===== config.mk =====
export PLATFORM = sky130hd
export DESIGN_NAME = step_motor_move_ctrl
export DESIGN_NICKNAME = d
export VERILOG_FILES = /design/src/rtl/step_motor_move_ctrl.sv
export SDC_FILE = /design/constraint.sdc
export NUM_CORES = 1
export LEC_CHECK = 0
export BUFFER_PORTS_ARGS = -buffer_cell sky130_fd_sc_hd__buf_4
export CORE_MARGIN = 3
export CORE_UTILIZATION = 48
export DETAILED_ROUTE_END_ITERATION = 12
export GPL_TIMING_DRIVEN = 1
export PLACE_DENSITY = 0.74
export SYNTH_ARGS = -nofsm -noshare
export SYNTH_HDL_FRONTEND = slang
export SYNTH_SLANG_ARGS = --single-unit
export TNS_END_PERCENT = 1

===== constraint.sdc =====
create_clock -name pulse -period 1.9 [get_ports pulse]
set_input_delay 0.095 -clock pulse [delete_from_list [all_inputs] [get_ports pulse]]
set_output_delay 0.095 -clock pulse [all_outputs]
set_load 0.05 [all_outputs]

===== src/rtl/step_motor_move_ctrl.sv =====
// rtl/step_motor_move_ctrl.sv - step-motor controller for fixed, programmed and continuous moves
// Produces the coil phases directly and keeps a wrapping signed step position.
module step_motor_move_ctrl #(
  parameter int CNT_W          = 7,
  parameter int STEPS_PER_MOVE = 100,
  parameter int POS_W          = 12
) (
  input  logic             pulse,
  input  logic             rst,
  input  logic [1:0]       mode,
  input  logic             move,
  input  logic             dir,
  input  logic             half_step,
  input  logic [CNT_W-1:0] step_count,
  output logic [3:0]       coils,
  output logic             step_en,
  output logic             zero_state,
  output logic [CNT_W-1:0] remaining,
  output logic [POS_W-1:0] position,
  output logic             done
);
  typedef enum logic [1:0] {IDLE, MOVE, RUN} state_t;

  localparam logic [CNT_W-1:0] MOVE_LEN = CNT_W'(STEPS_PER_MOVE);

  state_t     state;
  logic       armed;
  logic [2:0] ph;
  logic       press;
  logic       take_step;
  logic [2:0] ph_delta;
  logic [2:0] ph_next;
  logic [3:0] coil_next;

  // One press event per key-down; armed is simply the previously sampled key level.
  assign press      = ~move & armed;
  assign zero_state = (state == IDLE);

  always_comb begin
    take_step = 1'b0;
    case (state)
      MOVE:    take_step = (mode == 2'b01) || (mode == 2'b11);
      RUN:     take_step = (mode == 2'b10);
      default: take_step = 1'b0;
    endcase
  end

  assign ph_delta = half_step ? 3'd1 : 3'd2;
  assign ph_next  = dir ? ph + ph_delta : ph - ph_delta;

  always_comb begin
    coil_next = 4'b1000;
    case (ph_next)
      3'd0: coil_next = 4'b1000;
      3'd1: coil_next = 4'b1100;
      3'd2: coil_next = 4'b0100;
      3'd3: coil_next = 4'b0110;
      3'd4: coil_next = 4'b0010;
      3'd5: coil_next = 4'b0011;
      3'd6: coil_next = 4'b0001;
      3'd7: coil_next = 4'b1001;
      default: coil_next = 4'b1000;
    endcase
  end

  always_ff @(posedge pulse) begin
    if (rst) begin
      state     <= IDLE;
      armed     <= 1'b1;
      ph        <= 3'd0;
      coils     <= 4'b1000;
      position  <= '0;
      remaining <= '0;
      step_en   <= 1'b0;
      done      <= 1'b0;
    end else begin
      armed   <= move;
      step_en <= take_step;
      done    <= 1'b0;

      if (take_step) begin
        ph       <= ph_next;
        coils    <= coil_next;
        position <= dir ? position + POS_W'(1) : position - POS_W'(1);
      end

      case (state)
        IDLE: begin
          if (mode == 2'b10) begin
            state <= RUN;
          end else if (press && mode == 2'b01) begin
            remaining <= MOVE_LEN;
            state     <= MOVE;
          end else if (press && mode == 2'b11 && step_count != '0) begin
            remaining <= step_count;
            state     <= MOVE;
          end
        end
        MOVE: begin
          if (mode == 2'b00 || mode == 2'b10) begin
            remaining <= '0;
            state     <= (mode == 2'b10) ? RUN : IDLE;
          end else begin
            remaining <= remaining - CNT_W'(1);
            if (remaining == CNT_W'(1)) begin
              state <= IDLE;
              done  <= 1'b1;
            end
          end
        end
        RUN: begin
          if (mode != 2'b10) state <= IDLE;
        end
        default: state <= IDLE;
      endcase
    end
  end
endmodule


======== Word-level counts from Yosys, hierarchy flattened ========
Memories as Yosys holds them, arrays and structs flattened. A register that Yosys moved wholly into a read port is not among the register bits.
Index checks and enable logic that the tools add are counted.
cells by class
  bitwise logic cells ..................... 3
  equal/unequal tests ..................... 12
  mux-type cells .......................... 18
  $add $sub $neg .......................... 5
  reductions and logical operators ........ 12
operator list
  kind                   number
  $mux 7                 4
  $mux 2                 8
  $pmux 7 s2             1
  $add 12x1->12 const B  1
  $mux 12                1
  $sub 12x1->12 const B  1
  $eq 7x1->1 const B     1
  $reduce_bool 7->1      1
  $sub 7x1->7 const B    1
  $eq 2x2->1 const B     3
  $ne 2x2->1 const B     3
  $pmux 2 s3             1
  $reduce_and 3->1       2
  $eq 2x1->1 const B     2
  $logic_not 2->1        2
  $ne 4x1->1 const B     1
  $add 3x2->3            1
  $logic_and 1x1->1      3
  $mux 3                 1
  $ne 3x1->1 const B     1
  $ne 3x3->1 const B     1
  $reduce_or 3->1        1
  $sub 3x2->3            1
  $logic_or 1x1->1       2
  other kinds (5)        6
storage, ports and cells
  input port bits ......................... 14
  output and inout port bits .............. 26
  memory bits (read-only) ................. 32
  memories kept ........................... 1
  logic and storage cells ................. 58
  bits in registers ....................... 27
memory list
  memory            words  width  read ports  clocked after Yosys merged registers in  wr ports  RTL line  source
  (name not given)  8      4      1           1                                        0         53        case (ph_next)

======== Longest topological paths before layout ========
Gate-level depths: netlist of the first run.
  word-level depth ........................ 8
  gate-level depth with buffers ........... 10
  mapped depth without buffers ............ 7

======== Worst setup path after synthesis of the first run ========
No wires, ideal clock.
  path type ............................... reg2reg
  start point ............................. register position[1]
  end point ............................... register position[9]
  clock period less this slack ............ 2078 ps
  buffers on the path ..................... 0
  setup time .............................. 63 ps
  arrival time ............................ 2015 ps
  cell stages (with the launch flop) ...... 7
  data required time ...................... 1837 ps
  path slack .............................. -178 ps
  cells stage by stage .................... dfxtp_1 > ha_1 > a211oi_1 > o21a_1 > o21ai_0 > a311o_1 > nand3_1
on the way
  longest elaborated chain between the ends .. 2
  elaborated cells on any way between the ends .. 3
  classes of those cells .................. add/sub: 2; mux: 1
RTL lines
  item                                                   RTL line  source
  start: declaration                                     19        output logic [POS_W-1:0] position,
  start signal: assignment                               84        position <= dir ? position + POS_W'(1) : position - POS_W'(1);
  $sub 12x1->12 / $add 12x1->12 (equally long branches)  84
  $mux 12 (*)                                            84
Every way passes the cells marked *; elsewhere a longest branch is shown, timed or not.
A chain may end at the register's enable or synchronous reset.

======== Worst setup path in the final report of the first run ========
  start point ............................. register position[0]
  end point ............................... register position[10]
Same word-level chain as after synthesis.

==> flow_summary_export.csv, run 1 <==
group,metric,value,unit
final_layout,design_area,2579,um2
timing,postLayoutSetupSlackWorst,0.06850,ns
clock_network,cts_buffers,5,
yosys,syn_area,2012,um2
yosys,synthCells,247,
drt,drtIter0Drc,125,
timing,rsz0062_at_grt,"true",
timing,max_slew.worst_pin.slew,0.4145,ns
clock_network,clockRootBuffer,"clkbuf_8",
clock_network,post_cts_buffers,0,
grt,grt_pass1_vias,1739,
worst_setup_path,cp_top_family,"compound AO/OA/AOI/OAI gates",
clock_network,h-tree-depth,2,
grt,grt_pass1_wl,7838,um
hold_path,hold_path_class,"input pin to flip-flop",
worst_setup_path,slowest_stage,"fa_1",
worst_setup_path,critPathMaxFanout,3,
yosys,synthDistinctLibCells,51,
timing,tns,0,ns
yosys,synth_top_area_cell,"dfxtp_1",
power,ir_drop,0.0004838,V
drt,wl_per_cell,14.07,um
placement,port_buffers,39,
yosys,synth_top_area_share,30.85,%
clock_network,clk_latency,0.28,ns
yosys,ys_warn_count,0,
worst_setup_path,end_kind,"flip-flop",
grt,grt_overflow,0,
final_layout,drive_gt1_share,27.95,%
clock_network,clkTransAtPathRegs,0.07,ns
final_layout,diodes,0,
placement,place_area,2424,um2
yosys,synth_fp_nets,279,
final_layout,utilization,66.92,%
grt,antenna_found_initial,0,
floorplan,start_util,52.21,%
drt,drc,0,
clock_network,cts_buffer_depth,2,
worst_setup_path,cp_num_buf_inv,0,
timing,fmaxAchievable,546.0,MHz
worst_setup_path,worstPathArrival,2.03,ns
timing,setup_viol,0,
timing,hold_viol,0,
worst_setup_path,slowest_delay,0.41,ns
yosys,synthArstFlopShare,0,%
floorplan,rows,22,
yosys,yosys-top-cells-count,"dfxtp_1 (31), nand2_1 (29), a21oi_1 (28)",
grt,grt_max_degree,31,
timing,drv_slew,0,
drt,drtPass1Iterations,4,
drt,via_count,1941,
yosys,synth_seq_cells,31,
worst_setup_path,crit_chain,"fa_1, a21o_1, a221oi_4, o21bai_1, and2_1, o21ai_0",
power,fin_total_pwr,1.704,mW
final_layout,final_cells,345,
floorplan,die_area,5004,um2
power,powerDensity,660.7,nW/um2
timing,slew-limit-headroom,72.11,%
floorplan,pin_count,40,
floorplan,die_x,70.74,um
grt,grtUsageTotal,19.07,%
yosys,synthFlopType,"dfxtp_1",
yosys,avgSynthCellArea,8.145,um2
timing,skew,0.003996,ns
timing,hold_slack,0.01516,ns
clock_network,cts_hold_buf,0,
yosys,yosysMostFrequentCell,"dfxtp_1",
placement,place.gp.congestion,0.9158,
drt,antenna_left,0,
yosys,ys_seq_area_share,30.85,%
floorplan,die_y,70.74,um
drt,via_per_inst,5.626,
clock_network,cts_num_sinks,31,
timing,fin_crit,1.831,ns
placement,post-place-ws,-0.05098,ns
placement,place_inst,337,
timing,finalCritPeriodShare,96.39,%
yosys,synth_area_leaders,"dfxtp_1 (31%), ha_1 (10%), a21oi_1 (7.0%)",
final_layout,layout.nets,328,
status,status,"completed",
final_layout,areaGrowthSynthToFinish,28.17,%
floorplan,core-area,3854,um2
drt,wl,4853,um
job,drv_cap,0,
clock_network,cts_tree,"done",
yosys,synth_edf_count,0,
worst_setup_path,crit_type,"flip-flop to flip-flop",
power,p_leak,1.090,nW
placement,dp_hpwl,3548,um
final_layout,fillers,345,
worst_setup_path,startpoint_type,"flip-flop",
worst_setup_path,crit_required,2.09,ns
==> flip-flops by register name, indices dropped and copies added, names as in the netlist <==
signal / flops
done: 1
armed: 1
position: 12
step_en: 1
remaining: 7
coils: 4
state: 2
ph: 3
==> cell usage in the layout (no fill, tap or decap), drive strengths merged, types with 3 or more instances in the layout <==
cell type,n
nor2,20
a211oi,6
dfxtp,31
nand3,7
o21ai,13
xnor2,6
a21o,5
nand2,29
or2,3
nor3,10
a21oi,29
nand4,6
ha,16
clkbuf,6
inv,6
a31oi,3
xor2,4
buf,55
o21a,4
nand2b,3
o211ai,3
==> layout make-up <==
| type | instances | area [um2] | share of cell area, % |
|---|---|---|---|
| inverter | 6 | 22.52 | 0.8734 |
| tap | 48 | 60.06 | 2.329 |
| multi-input combinational | 197 | 1339 | 51.92 |
| timing repair buffer | 55 | 412.9 | 16.01 |
| clock inverter | 2 | 35.03 | 1.359 |
| clock buffer | 6 | 82.58 | 3.202 |
| sequential | 31 | 626.9 | 24.31 |
==> worst reg2reg max path: cells and delay by family, from the launching register on <==
family                   cells  cell delay [ns]
flip-flops                   1             0.33
AND/OR/NAND/NOR              1             0.16
AO/OA/AOI/OAI                4             0.86
adder cells (fa/ha/maj)      1             0.41
==> power breakdown <==
part           switching [mW]  internal [mW]  leakage, nW  total, mW
Clock                   0.252          0.424       0.0612      0.676
Combinational           0.210          0.132        0.775      0.342
Sequential             0.0173          0.669        0.254      0.686
Total                   0.479           1.22         1.09       1.70
==> routing by layer <==
metal | GRT usage (%) | wire, um | up-vias
met5 | 0 | 0 | -
met4 | 4.593 | 46 | 0
met3 | 5.824 | 301 | 6
met2 | 30.07 | 2266 | 51
met1 | 25.54 | 2239 | 888
li1 | - | - | 996
==> repair_timing <==
action	in CTS	in global routing
gates resized for setup	1	8
hold endpoints to repair	0	0
setup endpoints to repair	2	7
gates cloned	0	0
pin swaps	0	2
==> kinds of logic after synthesis <==
| logic type | share of synthesized area, % |
|---|---|
| buffers and inverters | 4.415 |
| AO/OA/AOI/OAI | 24.25 |
| adder cells (fa/ha/maj) | 11.94 |
| multiplexers | 1.555 |
| XOR/XNOR | 4.353 |
| AND/OR/NAND/NOR | 22.64 |
| flip-flops | 30.85 |
==> path summary, 6_finish.rpt <==
kind,end,depth (start not counted),slack (ns),from
min reg2reg,position[6],2,0.47,position[6]
max,position[10],6,0.07,position[0]
min,armed,2,0.02,move
max reg2reg,position[10],6,0.07,position[0]
Power figures use the tool's default switching activity.
==> run 2: changes to the inputs <==
- CORE_UTILIZATION: 48 -> 44
- PLACE_DENSITY: 0.74 -> 0.69
==> run 2 against run 1 <==
- die area rose by 8.3%
- total power rose by 0.29%
- global-route usage barely moved
- utilization fell by 4.9 points
- via count rose by 0.88%
- sequential power barely moved
- clock skew rose by 0.0044 ns
- wire length rose by 1.6%
- sequential share of layout area fell by 0.26 points
- fmax rose by 0.47%
- flip-flop and latch count did not move
- critical path type unchanged
- critical endpoint is now coils[3]
==> flow_summary_export.csv, run 2 (synthesis gave the netlist of run 1 again) <==
group,metric,value,unit
final_layout,layout.nets,329,
final_layout,multi_input_area,1344,um2
power,powerDensity,655.6,nW/um2
grt,antenna_found_initial,0,
final_layout,final_cell_mix,"buf_4 (55), nand2_1 (29), a21oi_1 (28)",
hold_path,holdCritStartpoint,"move",
floorplan,die_area,5420,um2
worst_setup_path,end_kind,"flip-flop",
final_layout,regMostFlops,"position",
floorplan,pin_count,40,
timing,postLayoutSetupSlackWorst,0.07700,ns
grt,grt_overflow,0,
worst_setup_path,startpoint_type,"flip-flop",
timing,finalCritPeriodShare,95.95,%
final_layout,areaGrowthSynthToFinish,29.54,%
worst_setup_path,r2r-start,"ph[0]",
final_layout,seq_area,626.9,um2
worst_setup_path,r2r_end,"coils[3]",
worst_setup_path,worstPathArrival,2.04,ns
grt,grt_pass1_wl,8169,um
timing,setup_viol,0,
clock_network,clk_latency,0.28,ns
worst_setup_path,r2r_slack,0.08,ns
timing,hold_viol,0,
power,p_leak,1.103,nW
drt,antenna_left,0,
clock_network,clkTransAtPathRegs,0.07,ns
drt,via_per_inst,5.626,
worst_setup_path,critPathMaxFanout,3,
floorplan,core-area,4202,um2
timing,fin_crit,1.823,ns
drt,drtIter0Drc,82,
power,ir_drop,0.0002945,V
final_layout,diodes,0,
placement,port_buffers,39,
drt,drc,0,
timing,drv_slew,0,
floorplan,die_x,73.62,um
timing,fmaxAchievable,548.5,MHz
worst_setup_path,crit_required,2.12,ns
hold_path,hold_path_class,"input pin to flip-flop",
drt,drtPass1Iterations,4,
worst_setup_path,crit_type,"flip-flop to flip-flop",
final_layout,fillers,361,
timing,skew,0.008407,ns
final_layout,utilization,62.03,%
final_layout,drive_gt1_share,27.85,%
clock_network,cts_hold_buf,0,
floorplan,die_y,73.62,um
clock_network,cts_buffer_depth,2,
hold_path,hold_path_depth,2,
grt,grt_max_degree,31,
final_layout,top_regs,"position: 12 flops, remaining: 7 flops, coils: 4 flops",
clock_network,cts_num_sinks,31,
timing,max_slew.worst_pin.slew,0.3619,ns
drt,wl_per_cell,14.17,um
hold_path,min_to,"armed",
final_layout,layout_commonest_cell,"buf_4",
clock_network,cts_buffers,5,
clock_network,clockRootBuffer,"clkbuf_8",
clock_network,cts_tree,"done",
timing,slew-limit-headroom,75.72,%
placement,dp_hpwl,3556,um
status,status,"completed",
grt,grt_pass1_vias,1836,
floorplan,start_util,47.89,%
placement,place.gp.congestion,0.9085,
grt,grtUsageTotal,19.02,%
worst_setup_path,r2r_cells,8,
worst_setup_path,startpoint,"ph[0]",
job,drv_cap,0,
drt,wl,4932,um
floorplan,rows,23,
final_layout,largest_register_ffs,12,
placement,post-place-ws,-0.05689,ns
timing,rsz0062_at_grt,"true",
drt,via_count,1958,
clock_network,h-tree-depth,2,
run 2: cell types whose count changed in the layout (fill, tap and decap cells not counted), sizes merged:
cell  before  now
buf       55   56
run 2: worst max-delay path, stage by stage (launching register included):
cell     delay (ns)
dfxtp_2        0.34
ha_4           0.16
fa_2           0.37
xnor2_2        0.23
xor2_2         0.19
buf_4          0.15
mux2i_1        0.17
nand2_1        0.07
nand3_1        0.08
run 2: worst max path at each step:
stage	endpoint	cells past startpoint
after global placement	position[9]	8
after CTS	position[8]	5
final	coils[3]	8
after floorplan	position[8]	5
after global routing	coils[3]	8
after detailed placement	position[9]	8
run 2: per-layer routing:
layer / up-vias / GRT usage [%] / routed length [um]
met5: - / 0 / 0
met1: 904 / 24.41 / 2303
met3: 6 / 4.104 / 209
met2: 48 / 31.30 / 2373
met4: 0 / 6.640 / 46
li1: 1000 / - / -
run 2: area by class of cell:
cell class | count | area share [%]
multi-input cells | 197 | 51.56
flip-flops and latches | 31 | 24.05
repair buffers | 56 | 16.61
clock buffers | 6 | 3.169
well taps | 50 | 2.400
clock inverters | 2 | 1.344
inverters | 6 | 0.8641
run 2: repair_timing:
action	CTS	global route
setup buffers	0	2
endpoints found under the hold margin	0	0
endpoints found under the setup margin	3	7
resized for setup	2	7
pin swaps	0	5
run 2: report_power, final:
group / switching [mW] / internal (mW)
clock network: 0.253 / 0.424
logic: 0.211 / 0.136
registers: 0.0170 / 0.668
total: 0.480 / 1.23
run 2: metrics by stage:
| stage | cells | setup TNS, ns | cell area (um2) | power [mW] | hold slack [ns] |
|---|---|---|---|---|---|
| 6_report | 348 | 0 | 2606 | 1.709 | 0.01507 |
| 5_1_grt | 348 | -0.07098 | 2606 | 1.788 | 0.0006269 |
| 4_1_cts | 346 | 0 | 2564 | 1.722 | 0.002126 |
| 3_5_place_dp | 338 | -0.1991 | 2431 | 1.034 | 0.3021 |
| 3_3_place_gp | 338 | -0.006822 | 2431 | 1.033 | 0.2961 |
| 2_1_floorplan | 247 | -0.1082 | 2017 | 0.9278 | 0.2016 |
==> run 3: changes to the inputs <==
- BUFFER_PORTS_ARGS: -buffer_cell sky130_fd_sc_hd__buf_4 -> -buffer_cell sky130_fd_sc_hd__buf_2
- CORE_ASPECT_RATIO: unset -> 0.5
==> run 3 against run 2 <==
- wire length up 1.7%
- hold slack better by 0.0098 ns
- clock skew down 0.0051 ns
- critical path depth unchanged
- global-route usage up 0.29 points
- die area up 0.91%
- setup slack better by 0.032 ns
- non-clock buffer count up 1
==> flow_summary_export.csv, run 3 (synthesis gave the netlist of run 1 again) <==
group,metric,value,unit
timing,rsz0062_at_grt,"true",
drt,via_per_inst,5.665,
clock_network,cts_buffer_depth,2,
grt,grt_max_degree,25,
floorplan,die_y,53.82,um
placement,post-place-ws,-0.04764,ns
timing,max_slew.worst_pin.slew,0.3652,ns
floorplan,pin_count,40,
final_layout,seq_area,625.6,um2
placement,port_buffers,39,
power,fin_total_pwr,1.547,mW
drt,wl_per_cell,14.26,um
floorplan,die_x,101.6,um
final_layout,final_cell_mix,"buf_2 (39), nand2_1 (29), a21oi_1 (28)",
grt,grtUsageTotal,19.31,%
timing,hold_viol,0,
timing,fin_crit,1.791,ns
worst_setup_path,end_kind,"flip-flop",
worst_setup_path,crit_required,2.11,ns
clock_network,cts_num_sinks,31,
worst_setup_path,r2r_cells,8,
final_layout,layout.nets,330,
hold_path,holdCritStartpoint,"move",
clock_network,cts_tree,"done",
timing,setup_viol,0,
final_layout,top_regs,"position: 12 flops, remaining: 7 flops, coils: 4 flops",
clock_network,cts_buffers,5,
timing,slew-limit-headroom,75.63,%
timing,fmaxAchievable,558.3,MHz
grt,antenna_found_initial,0,
drt,drtIter0Drc,72,
drt,antenna_left,0,
final_layout,fillers,367,
timing,finalCritPeriodShare,94.27,%
drt,wl,5018,um
worst_setup_path,r2r-start,"ph[0]",
worst_setup_path,startpoint_type,"flip-flop",
clock_network,h-tree-depth,2,
power,ir_drop,0.0002849,V
clock_network,clk_latency,0.28,ns
clock_network,cts_hold_buf,0,
final_layout,largest_register_ffs,12,
floorplan,core-area,4144,um2
final_layout,layout_commonest_cell,"buf_2",
timing,skew,0.003267,ns
hold_path,hold_path_depth,2,
final_layout,utilization,60.36,%
drt,drc,0,
job,drv_cap,0,
hold_path,hold_path_class,"input pin to flip-flop",
power,powerDensity,618.6,nW/um2
grt,grt_pass1_wl,8418,um
final_layout,areaGrowthSynthToFinish,24.32,%
floorplan,rows,16,
timing,drv_slew,0,
placement,dp_hpwl,3786,um
final_layout,drive_gt1_share,28.86,%
worst_setup_path,r2r_end,"coils[1]",
hold_path,min_to,"armed",
final_layout,regMostFlops,"position",
floorplan,start_util,48.55,%
status,status,"completed",
clock_network,clockRootBuffer,"clkbuf_8",
placement,place_area,2361,um2
placement,place.gp.congestion,0.8806,
drt,via_count,1994,
worst_setup_path,crit_type,"flip-flop to flip-flop",
worst_setup_path,critPathMaxFanout,4,
floorplan,die_area,5469,um2
timing,hold_slack,0.02487,ns
clock_network,post_cts_buffers,0,
timing,postLayoutSetupSlackWorst,0.1088,ns
grt,grt_pass1_vias,1860,
power,p_leak,1.076,nW
drt,drtPass1Iterations,4,
worst_setup_path,r2r_slack,0.11,ns
final_layout,design_area,2501,um2
final_layout,multi_input_area,1355,um2
grt,grt_overflow,0,
worst_setup_path,worstPathArrival,2.00,ns
final_layout,diodes,0,
clock_network,clkTransAtPathRegs,0.07,ns
-- run 3: cell types whose count changed in the layout (fill, tap and decap cells not counted), moves of 2 or more --
cell / delta
ha_1: -2
ha_2: +2
buf_2: +39
buf_4: -38
-- run 3: worst max path at each step --
stage                startpoint      endpoint  slack, ns
finish                    ph[0]      coils[1]       0.11
global route              ph[0]      coils[1]      -0.05
CTS                       ph[0]      coils[1]       0.03
detailed placement          dir  position[10]      -0.05
global placement            dir   position[9]     -0.007
floorplan           position[3]   position[8]      -0.07
-- run 3: what timing repair did --
| item | in CTS | in global routing |
|---|---|---|
| setup endpoints to repair | 0 | 6 |
| hold endpoints to repair | 0 | 0 |
| gates resized for setup | 0 | 10 |
-- run 3: critical path, cell delays in order, from the launching register on --
cell and delay, ns:
dfxtp_1 0.32, ha_2 0.17, fa_2 0.36, xnor2_2 0.20, xor2_1 0.16, buf_4 0.15, mux2i_1 0.19, nor2_1 0.05
nor3_1 0.11
-- run 3: per-stage QoR --
| stage | std cells | TNS (ns) |
|---|---|---|
| after global placement | 345 | -0.006831 |
| after CTS | 352 | 0 |
| after floorplan | 247 | -0.1082 |
| final | 352 | 0 |
| after detailed placement | 345 | -0.1286 |
| after global routing | 352 | -0.06370 |
-- run 3: power by group --
part           switching [mW]  internal [mW]  total (mW)
registers              0.0171          0.669       0.686
logic                   0.211          0.121       0.332
clock network           0.246          0.284       0.530
total                   0.474           1.07        1.55
-- run 3: per-layer routing --
layer / track usage [%] / wire length [um] / vias to the layer above
met3: 4.657 / 198 / 0
met4: 4.857 / 0 / 0
met5: 0 / 0 / -
li1: - / - / 1003
met1: 24.75 / 2444 / 948
met2: 33.23 / 2376 / 43
-- run 3: cell type report --
cell class | instances | area share, %
Timing Repair Buffer | 57 | 13.71
Clock buffer | 6 | 3.302
Multi-Input combinational cell | 197 | 54.18
Tap cell | 54 | 2.701
Inverter | 6 | 0.9004
Sequential cell | 31 | 25.01
Clock inverter | 1 | 0.2001
